===== src/rtl/shift_tx_ctrl.sv =====
// shift_tx_ctrl: serial transmit controller for an external 8-bit shift register.
// It loads a captured byte into the register and then shifts it out LSB first
// on sout, pulsing done once the frame is complete.
// Optional feature: define SHIFT_TX_PARITY_EN to append an even-parity bit
// after the data bits.
module shift_tx_ctrl (
   input  logic       clk,
   input  logic       rst,
   input  logic       start,
   input  logic [7:0] din,
   input  logic [7:0] q,
   output logic       S_L,
   output logic       s_in,
   output logic [7:0] p_in,
   output logic       sout,
   output logic       busy,
   output logic       done
);

   localparam int unsigned CNT_W = 3;

   typedef enum logic [2:0] {
      IDLE  = 3'd0,
      LOAD  = 3'd1,
      SHIFT = 3'd2,
`ifdef SHIFT_TX_PARITY_EN
      PAR   = 3'd3,
`endif
      DONE  = 3'd4
   } state_t;

   state_t             state;
   logic [CNT_W-1:0]   cnt;
   logic               shift_act;   // sout follows q[0] while shifting
   logic               sout_lvl;    // sout level outside SHIFT

   // The serial fill bit is always zero.
   assign s_in = 1'b0;

   // In SHIFT the register's Q[0] is the current bit; otherwise drive the stored level.
   assign sout = shift_act ? q[0] : sout_lvl;

   // FSM, bit counter, captured byte and registered mode/status outputs.
   always_ff @(posedge clk) begin
      if (rst) begin
         state     <= IDLE;
         cnt       <= '0;
         p_in      <= 8'h00;
         S_L       <= 1'b0;
         busy      <= 1'b0;
         done      <= 1'b0;
         shift_act <= 1'b0;
         sout_lvl  <= 1'b1;
      end else begin
         case (state)
            IDLE: begin
               if (start) begin
                  p_in  <= din;
                  state <= LOAD;
                  S_L   <= 1'b1;
                  busy  <= 1'b1;
               end
            end
            LOAD: begin
               cnt       <= '0;
               state     <= SHIFT;
               S_L       <= 1'b0;
               shift_act <= 1'b1;
            end
            SHIFT: begin
               cnt <= cnt + CNT_W'(1);
               if (cnt == CNT_W'(7)) begin
                  shift_act <= 1'b0;
`ifdef SHIFT_TX_PARITY_EN
                  state    <= PAR;
                  sout_lvl <= ^p_in;
`else
                  state    <= DONE;
                  sout_lvl <= 1'b1;
                  done     <= 1'b1;
`endif
               end
            end
`ifdef SHIFT_TX_PARITY_EN
            PAR: begin
               state    <= DONE;
               sout_lvl <= 1'b1;
               done     <= 1'b1;
            end
`endif
            DONE: begin
               state <= IDLE;
               done  <= 1'b0;
               busy  <= 1'b0;
            end
            default: begin
               state     <= IDLE;
               cnt       <= '0;
               S_L       <= 1'b0;
               busy      <= 1'b0;
               done      <= 1'b0;
               shift_act <= 1'b0;
               sout_lvl  <= 1'b1;
            end
         endcase
      end
   end

endmodule


===== config.mk =====
export PLATFORM = sky130hd
export DESIGN_NAME = shift_tx_ctrl
export DESIGN_NICKNAME = d
export VERILOG_FILES = /design/src/rtl/shift_tx_ctrl.sv
export SDC_FILE = /design/constraint.sdc
export NUM_CORES = 1
export LEC_CHECK = 0
export BUFFER_PORTS_ARGS = -buffer_cell sky130_fd_sc_hd__buf_2
export CORE_MARGIN = 3
export CORE_UTILIZATION = 45
export DETAILED_ROUTE_END_ITERATION = 8
export PLACE_DENSITY = 0.72
export SYNTH_ARGS = -nofsm -noshare
export SYNTH_HDL_FRONTEND = slang
export SYNTH_SLANG_ARGS = --single-unit

===== constraint.sdc =====
create_clock -name clk -period 4 [get_ports clk]
set_input_delay 0.6 -clock clk [delete_from_list [all_inputs] [get_ports clk]]
set_output_delay 0.6 -clock clk [all_outputs]
set_load 0.01 [all_outputs]

==> reports/qor.txt <==
Area share of the largest cell type after synthesis -> 43.6%
Avg Vias per Cell -> 4.98
Register area share after synthesis -> 43.6%
Area delta synth->final -> 17.5%
Pre-Repair DR Iteration Count -> 4
Fmax -> 0.529 GHz
Initial antenna violation count -> 0
Pwr dens -> 376 mW/mm²
Fin. max-slew vios -> 0
Placed cells -> 124
Hold Crit Start -> p_in[0]
Final Instance Area -> 972 µm²
Largest net degree at the start of global routing -> 24
Yosys reg bits -> 18
PostCTS Resize Cnt -> 0
Post-CTS setup buffers -> 0
Synth unique cells -> 27
CTS sink count -> 18
Final wirelength -> 1380 µm
Most area-consuming cells after synthesis -> dfxtp_1 44%, nand2b_1 15%, mux2i_1 9.7%
Number of setup violations in the final report -> 0
Clock Latency Late Sink -> 0.29 ns
HPWL Detailed -> 1040 µm
Chip width -> 48.9 µm
FP Rows -> 14
Vias in the first global route -> 602
Status -> finished, final reports clean
Gpl congestion -> 0.677
Share of cells above drive strength 1 -> 30.8%
Top Ports -> 32
GRT overflow -> 0
Ant. Diodes -> 0
Reg2reg path depth -> 2
Syn Nets -> 105
Max VDD drop -> 0.000208 V
CTS tree -> yes
Final Hold Vio Count -> 0
Initial Utilization -> 51.3%
Crit. Startpoint -> state[1]
Total GRT Usage -> 12.9%
CTS root buffer -> clkbuf_4
Slew @ Worst Pin -> 1.20 ns
Global-route wire length before repair -> 2480 µm
Drt drc -> 0
DIE AREA -> 0.00239 mm²
Hold Path End -> p_in[0]
Total core area -> 0.00161 mm²
CTS buffer count -> 3
Setup Skew -> 0.000743 ns
Placed cell areas -> 936 µm²
Routed Antenna Nets -> 0
R2R Path Start -> state[1]
Setup crit end kind -> register
Hold WS -> 0.475 ns
Cell Area, Synth -> 827 µm²
Layout Nets -> 126
Final Critical Period -> 1.89 ns
Synth warnings -> 0
Tcrit/Tclk final -> 47.3%
Worst Path Required -> 4.22 ns
Post-Layout Cell Count -> 128
Final Util -> 60.3%
Mean post-synth cell area -> 9.85 µm²
Maxcap violations -> 0
R2r setup slk -> 2.11 ns
Avg WL per Cell -> 10.8 µm
Critical path peak fanout -> 17
Maximum clock path buffer count -> 2
CP Class -> reg2reg
Worst reg2reg path endpoint -> p_in[3]
Initial DRC count -> 6
Startpoint Class -> register
P_leak -> 0.427 nW
Crit path DAT -> 2.11 ns
RSZ-0062 raised after global routing -> false
Height of the die -> 48.9 µm
Worst min path class -> reg2reg
H-tree levels -> 1
Slew headroom -> 19.8%
Synthesized instance count -> 84
CTS hold repair buffers -> 0
Setup TNS -> 0 ns
WHS Path Cells -> 2
Total number of vias -> 638
Post-synth top area cell -> dfxtp_1
Port bufs -> 23
Worst-path clk slew -> 0.10 ns
[through the flow]
stage / setup WS [ns] / total power (W)
floorplan: 2.64 / 0.000242
global placement: 2.02 / 0.000258
detailed placement: 1.97 / 0.000260
CTS: 2.08 / 0.000372
global route: 1.97 / 0.000390
finish: 2.11 / 0.000365
[kinds of logic (layout without fill, tap and decap cells)]
logic type / count (synthesis) / in the layout / synth area share, %
AND/OR/NAND/NOR: 37 / 37 / 29.0
flip-flops: 18 / 18 / 43.6
AO/OA/AOI/OAI: 11 / 11 / 9.08
multiplexers: 8 / 8 / 9.68
buffers and inverters: 7 / 27 / 5.14
adder cells (fa/ha/maj): 2 / 2 / 3.03
other: 1 / 1 / 0.453
[how the worst max path moves through the flow]
stage	to	slack [ns]
after global placement	p_in[2]	2.02
after detailed placement	p_in[3]	1.97
after global routing	p_in[2]	1.97
after floorplan	sout	2.64
after CTS	p_in[3]	2.08
final	p_in[3]	2.11
[sequential cells by signal, summed over array words and instances (netlist names)]
register	count
p_in	8
cnt	3
state	3
S_L	1
busy	1
done	1
shift_act	1
[synth_stat cells]
cell type	count
nand2b_1	20
dfxtp_1	18
mux2i_1	8
a21oi_1	5
clkbuf_1	3
buf_4	2
ha_1	2
nand3b_1	2
nor2_1	2
nor2b_1	2
nor3b_1	2
o21a_1	2
or2_2	2
a2111oi_0	1
a21bo_2	1
a21boi_0	1
and2_1	1
buf_2	1
buf_6	1
conb_1	1
nand2_1	1
nor4_1	1
nor4b_1	1
o32ai_1	1
or3b_1	1
or3b_2	1
or4b_1	1
[power by group]
part / total (W) / switching, W / internal, W
clock: 0.000110 / 0.0000551 / 0.0000554
sequential: 0.000201 / 0.00000977 / 0.000191
combinational: 0.0000536 / 0.0000237 / 0.0000299
[cells in the final DEF, fill, tap and decap left out]
| cell | instances |
|---|---|
| a2111oi_0 | 1 |
| a21bo_2 | 1 |
| a21boi_0 | 1 |
| a21oi_1 | 5 |
| and2_1 | 1 |
| buf_2 | 23 |
| clkbuf_4 | 3 |
| clkbuf_8 | 1 |
| conb_1 | 1 |
| dfxtp_1 | 18 |
| ha_1 | 2 |
| mux2i_1 | 8 |
| nand2_1 | 1 |
| nand2b_1 | 20 |
| nand3b_1 | 2 |
| nor2_1 | 2 |
| nor2b_1 | 2 |
| nor3b_1 | 2 |
| nor4_1 | 1 |
| nor4b_2 | 1 |
| o21a_1 | 2 |
| o32ai_1 | 1 |
| or2_2 | 2 |
| or3b_1 | 1 |
| or3b_2 | 1 |
| or4b_1 | 1 |
[layout make-up]
type                       instances  area (µm²)
fill                             159         639
multi-input combinational         59         430
sequential                        18         360
timing repair buffer              23         115
clock buffer                       4        36.3
tap                               24        30.0
[critical path, stage by stage (launching register included)]
cell	delay, ns
dfxtp_1	0.46
nor4b_2	1.08
mux2i_1	0.28
[routing by layer]
layer | part of all wire (%) | vias to the layer above | global-route usage [%]
met5 | 0 | - | 0
met4 | 0 | 0 | 5.69
met3 | 4.5 | 0 | 3.06
met2 | 51 | 14 | 22.2
met1 | 45 | 303 | 15.2
li1 | - | 321 | -
Note: power is estimated with default switching activity, not from simulation.
